`src/rtl/pwm_multi.sv`:
```
// pwm_multi: multi-channel PWM generator driven by one shared period counter.
//
// The counter runs either as a sawtooth (edge-aligned) or a triangle
// (center-aligned). Host duty writes land in a per-channel pending register.
// At the period boundary every pending value is attenuated by a logical
// right shift and loaded into the live duty register. The counting mode
// switches at the same boundary, so a period never changes shape part-way
// through.
//
// Ports:
//   clk          in   clock
//   rst          in   synchronous reset, active-high
//   data_in      in   duty value to write                      [CNT_W]
//   ch_sel       in   target channel of the write              [CH_W]
//   valid_in     in   write strobe, always accepted
//   sh_amt       in   right shift applied at each boundary     [SH_W]
//   center_mode  in   0 = edge-aligned, 1 = center-aligned
//   sig_out      out  PWM outputs, bit i = channel i           [NUM_CH]
//   period_start out  high in the first cycle (cnt==0) of each period
module pwm_multi #(
  parameter int NUM_CH = 4,
  parameter int CNT_W  = 8,
  parameter int PERIOD = 255,
  parameter int SH_W   = 4,
  localparam int CH_W  = (NUM_CH > 1) ? $clog2(NUM_CH) : 1
) (
  input  logic              clk,
  input  logic              rst,
  input  logic [CNT_W-1:0]  data_in,
  input  logic [CH_W-1:0]   ch_sel,
  input  logic              valid_in,
  input  logic [SH_W-1:0]   sh_amt,
  input  logic              center_mode,
  output logic [NUM_CH-1:0] sig_out,
  output logic              period_start
);

  localparam logic [CNT_W-1:0] LP_PERIOD = CNT_W'(PERIOD);
  localparam logic [CNT_W-1:0] LP_ONE    = CNT_W'(1);

  logic [CNT_W-1:0]  r_cnt;
  logic              r_dir_dn;
  logic              r_mode;
  logic [CNT_W-1:0]  r_pend [NUM_CH];
  logic [CNT_W-1:0]  r_duty [NUM_CH];

  logic              w_bnd;
  logic              w_sel_ok;
  logic [NUM_CH-1:0] w_sig;

  // Logical right shift; any shift of the full width or more clears the value.
  function automatic logic [CNT_W-1:0] f_atten(input logic [CNT_W-1:0] v,
                                               input logic [SH_W-1:0]  s);
    if (int'(s) >= CNT_W) return '0;
    return v >> s;
  endfunction

  // Boundary = the cycle whose successor has cnt==0. In center mode with
  // PERIOD==1 the triangle degenerates to 0,1,0,... and the peak itself is
  // the last cycle, so the direction bit is not required there.
  always_comb begin
    if (r_mode)
      w_bnd = (r_cnt == LP_ONE) && (r_dir_dn || (PERIOD == 1));
    else
      w_bnd = (r_cnt == LP_PERIOD);
  end

  assign w_sel_ok = (int'(ch_sel) < NUM_CH);

  always_ff @(posedge clk) begin
    if (rst) begin
      r_cnt    <= '0;
      r_dir_dn <= 1'b0;
      r_mode   <= 1'b0;
      for (int i = 0; i < NUM_CH; i++) begin
        r_pend[i] <= '0;
        r_duty[i] <= '0;
      end
    end else begin
      if (w_bnd) begin
        r_cnt    <= '0;
        r_dir_dn <= 1'b0;
        r_mode   <= center_mode;
      end else if (r_mode && !r_dir_dn && (r_cnt == LP_PERIOD)) begin
        r_dir_dn <= 1'b1;
        r_cnt    <= r_cnt - 1'b1;
      end else if (r_dir_dn) begin
        r_cnt <= r_cnt - 1'b1;
      end else begin
        r_cnt <= r_cnt + 1'b1;
      end

      // A write in the boundary cycle only reaches pend; duty takes the
      // value pend held before this edge.
      if (valid_in && w_sel_ok)
        r_pend[ch_sel] <= data_in;

      if (w_bnd) begin
        for (int i = 0; i < NUM_CH; i++)
          r_duty[i] <= f_atten(r_pend[i], sh_amt);
      end
    end
  end

  always_comb begin
    w_sig = '0;
    for (int i = 0; i < NUM_CH; i++)
      w_sig[i] = !rst && (r_cnt < r_duty[i]);
  end

  assign sig_out      = w_sig;
  assign period_start = !rst && (r_cnt == '0);

endmodule

```
`config.mk`:
```
export PLATFORM = sky130hd
export DESIGN_NAME = pwm_multi
export DESIGN_NICKNAME = d
export VERILOG_FILES = /design/src/rtl/pwm_multi.sv
export SDC_FILE = /design/constraint.sdc
export NUM_CORES = 1
export LEC_CHECK = 0
export CAP_MARGIN = 30
export CORE_ASPECT_RATIO = 0.6
export CORE_MARGIN = 2
export CORE_UTILIZATION = 40
export CTS_CLUSTER_DIAMETER = 100
export DETAILED_ROUTE_END_ITERATION = 10
export SYNTH_ARGS = -nofsm -noshare
export SYNTH_HDL_FRONTEND = slang
export SYNTH_SLANG_ARGS = --single-unit
```
`constraint.sdc`:
```
create_clock -name clk -period 6 [get_ports clk]
set_input_delay 1.5 -clock clk [delete_from_list [all_inputs] [get_ports clk]]
set_output_delay 1.5 -clock clk [all_outputs]
set_load 0.005 [all_outputs]
```
==> results of run 1 <==
registers in the layout, summed over array words and instances (netlist names):
register  count
r_duty       32
r_dir_dn      1
r_pend       32
r_cnt         8
r_mode        1
stage by stage:
stage               cells  power (W)  setup WS [ns]  util, %  instance area (um^2)
floorplan             416   0.000719           2.45        -                  4590
global placement      563   0.000767           1.17     43.6                  4900
detailed placement    563   0.000770           1.13     43.6                  4900
CTS                   579    0.00130           1.13     46.2                  5200
global route          581    0.00135           1.06     46.5                  5240
finish                581    0.00129           1.16     46.5                  5240
final cells by class:
cell class	instances	area (um^2)	share of cell area [%]
multi-input combinational	287	2240	42.8
sequential	74	2120	40.5
timing repair buffer	27	273	5.21
clock buffer	9	225	4.30
tap	144	180	3.44
inverter	33	124	2.37
clock inverter	7	70.1	1.34
logic make-up (layout without fill, tap and decap cells):
kind of cell               count (synthesis)  count (layout)  synth area share (%)
and+or+nand+nor                          152             152                  19.6
DFF                                       74              74                  46.2
AOI/OAI and AO/OA                         61              61                  9.45
buffers and inverters                     55              76                  5.04
muxes                                     41              41                  10.8
adders and majority gates                 32              32                  8.71
xor gates and xnor gates                   1               1                 0.191
critical path: cells and delay by family:
kind	cells	cell delay [ns]
AOI/OAI and AO/OA	2	0.53
buffers and inverters	2	1.29
placed cells by master (no fill, tap or decap), types with 4 or more instances in the layout:
master	Yosys	routed
edfxtp_1	64	64
mux2i_1	34	34
inv_1	32	32
and2_1	32	32
ha_1	32	32
nor2_1	28	28
clkdlybuf4s50_1	0	21
nand3_1	15	15
a21oi_1	15	15
a211oi_1	13	13
nor3_1	13	13
nor2b_1	11	11
a211o_1	11	11
nand2b_1	10	10
dfxtp_1	10	10
clkbuf_16	0	9
nand3b_1	7	7
nand2_1	7	7
mux4_2	7	7
nor4_1	6	6
nor3b_1	5	5
a31oi_1	5	5
or2_2	4	4
a21o_1	4	4
o31ai_1	4	4
final timing paths:
check / start / end / cells after the start / slack (ns)
hold reg to reg: r_mode / r_mode / 2 / 0.57
hold / removal: r_mode / r_mode / 2 / 0.57
setup reg to reg: r_cnt[2] / r_duty[0][7] / 5 / 2.93
setup / recovery: rst / sig_out[0] / 4 / 1.16
power breakdown:
part / total, W / leakage, nW / internal, W / switching [W]
Sequential: 0.000611 / 0.697 / 0.000589 / 0.0000221
Combinational: 0.000149 / 1.30 / 0.0000718 / 0.0000775
Clock: 0.000533 / 0.135 / 0.000320 / 0.000213
layer usage:
layer / vias to the layer above / GRT usage, % / part of all wire, %
li1: 1576 / - / -
met1: 1553 / 25.0 / 51
met2: 72 / 25.5 / 43
met3: 12 / 4.51 / 5.3
met4: 0 / 5.04 / 1.2
met5: - / 0 / 0
==> metrics.txt, run 1 <==
outcome=finished clean; Slew HR=47.1%; H-Tree Depth=3; fin nets=482; DR vias/cell=5.53; input/output buffers=22; setup TNS=0 ns; post-route minimum period=4.84 ns; global placer's final weighted congestion=0.844; FF+latch count, synth=74; DRT Pass-1 Iters=4; crit share post-route=80.6%; Syn. warnings=0; Synth top area share=41.8%; ANT nets after route=0; RSZ-0062 raised after global routing=false; CTS tree=built; Clk pin slew, worst setup/hold paths=~0.060 ns; Critical Path AT=3.34 ns; layout cell share with drive strength beyond 1=8.92%; Worst-Margin Slew=0.774 ns; Mapped Avg Cell Area=11.0 um^2; CTS hold repair buffers=0; number of global-route vias before repair=3172; count of final setup violators=0; Slew Viols, Final=0; initial antenna violation count=0; io pins=23; DRT iter0 DRCs=between 150 and 200; Pleak=2.13 nW; worst-skew pair later-pin latency=0.34 ns; largest net degree at the start of global routing=50; CP peak stage delay=0.77 ns; Post-synth EDFFs=64; TritonCTS buffer count=9; core footprint=11300 um^2; Hold WC Path Type=flip-flop to flip-flop; CP cell instances=clkdlybuf4s50_1 -> a211o_1 -> a31oi_1 -> clkdlybuf4s50_1; post-CTS setup repair buffer count=0; Post-synth top cells=edfxtp_1, mux2i_1, and2_1, ha_1, inv_1; Max VDD drop=0.000147 V; Final Hold Viols=0; fmax=roughly 0.21 GHz; crit-path most repeated cell=clkdlybuf4s50_1; Critical-path top delay cell=clkdlybuf4s50_1; TritonCTS Sinks=74; Setup Crit Path Kind=input pin to primary output; final wirelength=9650 um; hpwl dp=7080 um; worst-case clock skew=~0.0055 ns; library cells used by synthesis=44; Synth async-reset ratio=0%; post-synthesis sequential area ratio=a little under half; CP startpoint kind=input pin; global-route wire length before repair=between 15000 and 20000 um; Max-Cap Viols=0; Synthesized Nets=466; chip width=approximately 140 um; drc violations=0; CTS Buffer Depth=2; DR WL/cell=16.6 um; Starting Density=40.8%; GRT Total Usage=17.2%; Layout fillers=1044; ranking of synthesized cells by area=edfxtp_1, ha_1, mux2i_1; GR Overflow Total=0; row cnt=30; Critical Path RT=between 4 and 5 ns; via count=3213; Power per Cell Area=approximately 250 nW/um^2; Mapped Cells=between 400 and 500; mapped cell area=~4600 um^2; CP Max Fanout=20; Die Ht=a little under 90 um; most frequent cell after synthesis=edfxtp_1; Clock Root Buffer=clkbuf_16; ys flop type=edfxtp_1; largest area contributor in the netlist=edfxtp_1; Crit. End Element=primary output; Hold Slack=0.566 ns; area delta synth->final=13.9%; Antenna Cells=0; die area=12400 um^2; CTS resizes=0
No activity file was read; power rests on OpenSTA's default activity.
==> inputs of run 2 (changes only) <==
clock period = 4.5 ns   (was 6 ns; I/O delays follow)
==> run 2 against run 1 <==
Hold slack gained 0.030 ns. Utilization grew 0.10 points. Via count shrank 1.6%. Critical endpoint unchanged. Power grew 39%. Largest power group unchanged. Critical path type unchanged. Largest cell class unchanged. Die area is the same. Global-route usage shrank 0.42 points. Final area grew 0.22%. Highest routed layer unchanged.
==> metrics.txt, run 2 (same netlist as run 1, synthesis figures left out) <==
Regs by FF count=r_duty: 32 flops, r_pend: 32 flops, r_cnt: 8 flops (unchanged); worst-skew pair later-pin latency=0.34 ns (about the same); Hold WC Path Type=flip-flop to flip-flop (unchanged); GRT Total Usage=16.8% (was 17.2%); RSZ-0062 raised after global routing=false (unchanged); row cnt=30 (unchanged); Worst-Margin Slew=1.01 ns (was 0.774 ns); CP startpoint kind=input pin (unchanged); reg2reg path depth=4 (was 5); CTS resizes=0 (unchanged); sequential standard cell area=2120 um^2 (unchanged); final worst setup slack=0.582 ns (was 1.16 ns); final wirelength=9630 um (was 9650 um); CP Max Fanout=12 (was 20); Layout fillers=1054 (was 1044); Critical Path RT=3.38 ns (was 4.50 ns); Slew Viols, Final=0 (unchanged); Slew HR=32.7% (was 47.1%); most common cell after layout, fill and taps aside=edfxtp_1 (unchanged); Final Hold Viols=0 (unchanged); H-Tree Depth=3 (unchanged); DRT Pass-1 Iters=4 (unchanged); Power Total=0.00179 W (was 0.00129 W); outcome=finished clean (unchanged); input/output buffers=22 (unchanged); post-route minimum period=3.92 ns; largest net degree at the start of global routing=40 (was 50); most frequent cells in the layout=edfxtp_1, mux2i_1, inv_1, and2_1, ha_1 (unchanged); fmax=0.255 GHz; Clock Root Buffer=clkbuf_16 (unchanged); Max-Cap Viols=0 (unchanged); DR WL/cell=16.6 um (about the same); Antenna Cells=0 (unchanged); post-CTS setup repair buffer count=0 (unchanged); Setup Crit Path Kind=input pin to primary output (unchanged); Post-Place Setup Slack=0.574 ns (was 1.13 ns); ANT nets after route=0 (unchanged); area delta synth->final=14.2% (was 13.9%); crit share post-route=87.1%; Pleak=2.14 nW (was 2.13 nW); Starting Density=40.8% (unchanged); Critical Path AT=2.79 ns (was 3.34 ns); TritonCTS buffer count=9 (unchanged); CP cell instances=clkdlybuf4s50_1 -> a211o_1 -> a31oi_1 -> clkdlybuf4s50_1 (unchanged); Power per Cell Area=342 nW/um^2 (was 247 nW/um^2); CP peak stage delay=0.65 ns (was 0.77 ns); number of global-route vias before repair=3086 (was 3172); CTS hold repair buffers=0 (unchanged); Util after Layout=46.6% (was 46.5%); DRT iter0 DRCs=196 (was 197); hpwl dp=7090 um (was 7080 um); crit-path most repeated cell=clkdlybuf4s50_1 (unchanged); CTS tree=built (unchanged); TritonCTS Sinks=74 (unchanged); chip width=142 um (unchanged); Crit. End Element=primary output (unchanged); GR Overflow Total=0 (unchanged); fin nets=482 (unchanged); io pins=23 (unchanged); Clk pin slew, worst setup/hold paths=0.06 ns (about the same); global placer's final weighted congestion=0.809 (was 0.844); setup TNS=0 ns (unchanged); Max VDD drop=0.000180 V (was 0.000147 V); drc violations=0 (unchanged); count of final setup violators=0 (unchanged); via count=3160 (was 3213); die area=12400 um^2 (unchanged); Die Ht=87.0 um (unchanged); Hold Slack=0.596 ns (was 0.566 ns); DR vias/cell=5.44 (was 5.53); global-route wire length before repair=15800 um (was 16200 um); Multi-input gate area=2240 um^2 (unchanged); Critical-path top delay cell=clkdlybuf4s50_1 (unchanged); initial antenna violation count=0 (unchanged); worst-case clock skew=0.00783 ns (was 0.00551 ns); CTS Buffer Depth=2 (unchanged); Hold Path Cell Cnt=2 (unchanged); core footprint=11300 um^2 (unchanged); layout cell share with drive strength beyond 1=9.15% (was 8.92%)
[run 2: cell types whose count changed in the layout (fill, tap and decap cells not counted), sizes merged]
cell and change:
inv +1, clkinv -1, clkinvlp -1, bufinv +1
[run 2: metrics by stage]
stage / instances / cell area (um^2)
floorplan: 416 / 4590
global placement: 565 / 4920
detailed placement: 565 / 4920
CTS: 581 / 5250
global route: 581 / 5250
finish: 581 / 5250
[run 2: critical path: cells and delay by family]
kind,cells,cell delay [ns]
AO/OA/AOI/OAI,2,0.49
buffers and inverters,2,1.18
[run 2: cell type report]
type	instances	area share [%]
multi-input combinational	287	42.7
sequential	74	40.4
timing repair buffer	27	4.82
clock buffer	9	4.29
tap	144	3.43
inverter	33	2.36
clock inverter	7	1.93
[run 2: path summary, 6_finish.rpt]
path	start	to	slack (ns)
max	rst	sig_out[0]	0.58
min	r_mode	r_mode	0.60
max reg2reg	r_cnt[2]	r_duty[0][6]	1.34
min reg2reg	r_mode	r_mode	0.60
[run 2: where the power goes]
group	leakage [nW]	internal (W)	switching [W]
Clock	0.152	0.000489	0.000293
Sequential	0.697	0.000785	0.0000292
Combinational	1.29	0.0000949	0.000103
Total	2.14	0.00137	0.000425
[run 2: routing by layer]
metal	GRT usage, %	vias up	share of wire [%]
met1	24.6	1528	53
met2	25.0	52	42
li1	-	1572	-
met3	4.34	8	3.8
met5	0	-	0
met4	4.05	0	0.84
==> inputs of run 3 (changes only) <==
SLEW_MARGIN = 20   (was unset)
==> run 3 against run 2 <==
Clock power is essentially flat. Sequential power is essentially flat. Wire length barely moved. Die area did not move. Global-route usage is the same. Combinational power barely moved. Highest routed layer unchanged. Sequential share of layout area is 0.12 points lower.
==> metrics.txt, run 3 (same netlist as run 1, synthesis figures left out) <==
outcome=finished clean (unchanged); Clock Root Buffer=clkbuf_16 (unchanged); CP startpoint kind=input pin (unchanged); crit share post-route=87.0% (was 87.1%); post-route minimum period=3.92 ns (about the same); CP Max Fanout=12 (unchanged); Max-Cap Viols=0 (unchanged); hpwl dp=7090 um (unchanged); number of global-route vias before repair=3086 (unchanged); DRT iter0 DRCs=201 (was 196); Regs by FF count=r_duty: 32 flops, r_pend: 32 flops, r_cnt: 8 flops (unchanged); setup TNS=0 ns (unchanged); Critical Path AT=2.79 ns (about the same); count of final setup violators=0 (unchanged); H-Tree Depth=3 (unchanged); worst-skew pair later-pin latency=0.34 ns (about the same); die area=12400 um^2 (unchanged); drc violations=0 (unchanged); final wirelength=9640 um (was 9630 um); core footprint=11300 um^2 (unchanged); area delta synth->final=14.5% (was 14.2%); GR Overflow Total=0 (unchanged); layout cell share with drive strength beyond 1=9.36% (was 9.15%); GRT Total Usage=16.8% (unchanged); largest net degree at the start of global routing=40 (unchanged); Power per Cell Area=341 nW/um^2 (was 342 nW/um^2); Setup Crit Path Kind=input pin to primary output (unchanged); Hold WC Path Type=flip-flop to flip-flop (unchanged); fmax=0.255 GHz (about the same); Final Hold Viols=0 (unchanged); row cnt=30 (unchanged); global placer's final weighted congestion=0.809 (unchanged); post-CTS setup repair buffer count=0 (unchanged); Slew Viols, Final=0 (unchanged); Worst-Margin Slew=0.815 ns (was 1.01 ns); Die Ht=87.0 um (unchanged); RSZ-0062 raised after global routing=false (unchanged); via count=3160 (unchanged); Pleak=2.15 nW (was 2.14 nW); ANT nets after route=0 (unchanged); io pins=23 (unchanged); CTS resizes=0 (unchanged); Max VDD drop=0.000178 V (was 0.000180 V); final worst setup slack=0.584 ns (was 0.582 ns); chip width=142 um (unchanged); CTS Buffer Depth=2 (unchanged); worst-case clock skew=0.00806 ns (was 0.00783 ns); Critical Path RT=3.38 ns (about the same); Starting Density=40.8% (unchanged); CTS hold repair buffers=0 (unchanged); DR vias/cell=5.43 (was 5.44); Clk pin slew, worst setup/hold paths=0.06 ns (about the same); Crit. End Element=primary output (unchanged); most common cell after layout, fill and taps aside=edfxtp_1 (unchanged); Post-Place Setup Slack=0.574 ns (unchanged); DRT Pass-1 Iters=4 (unchanged); TritonCTS Sinks=74 (unchanged); CTS tree=built (unchanged); DR WL/cell=16.6 um (about the same); most frequent cells in the layout=edfxtp_1, mux2i_1, inv_1, and2_1, ha_1 (unchanged); input/output buffers=22 (unchanged); global-route wire length before repair=15800 um (unchanged); fin nets=483 (was 482); Antenna Cells=0 (unchanged); initial antenna violation count=0 (unchanged); TritonCTS buffer count=9 (unchanged); Slew HR=45.5% (was 32.7%)
## run 3: layout make-up
class	instances	area [um^2]
multi-input cells	287	2240
inverters	33	124
fillers	1052	6000
clock buffers	9	225
well taps	144	180
clock inverters	7	101
flip-flops and latches	74	2120
repair buffers	28	268
## run 3: power breakdown
part           total [W]  internal, W  switching [W]  leakage [nW]
sequential      0.000814     0.000785      0.0000295         0.697
clock           0.000780     0.000489       0.000291         0.152
combinational   0.000198    0.0000949       0.000103          1.30
total            0.00179      0.00137       0.000423          2.15
## run 3: worst max-delay path, stage by stage
cell and delay, ns:
clkdlybuf4s50_1 0.65, a211o_1 0.33, a31oi_1 0.16, clkdlybuf4s50_1 0.53
## run 3: layer usage
| layer | GRT usage (%) | part of all wire, % | vias up |
|---|---|---|---|
| li1 | - | - | 1572 |
| met1 | 24.6 | 52 | 1522 |
| met2 | 25.0 | 42 | 59 |
| met3 | 4.34 | 4.5 | 7 |
| met4 | 4.05 | 0.70 | 0 |
| met5 | 0 | 0 | - |
## run 3: metrics by stage
step	util (%)	cells	hold slack (ns)	total power, W	instance area (um^2)
3_3_place_gp	43.7	565	0.564	0.00102	4920
6_report	46.7	582	0.590	0.00179	5260
5_1_grt	46.7	582	0.604	0.00186	5260
4_1_cts	46.6	581	0.577	0.00180	5250
2_1_floorplan	-	416	0.493	0.000958	4590
3_5_place_dp	43.7	565	0.564	0.00103	4920
## run 3: final timing paths
kind / from / endpoint / slack [ns] / depth (start not counted)
max reg2reg: r_cnt[2] / r_duty[0][7] / 1.41 / 5
max: rst / sig_out[0] / 0.58 / 4
min: r_mode / r_mode / 0.59 / 2
min reg2reg: r_mode / r_mode / 0.59 / 2
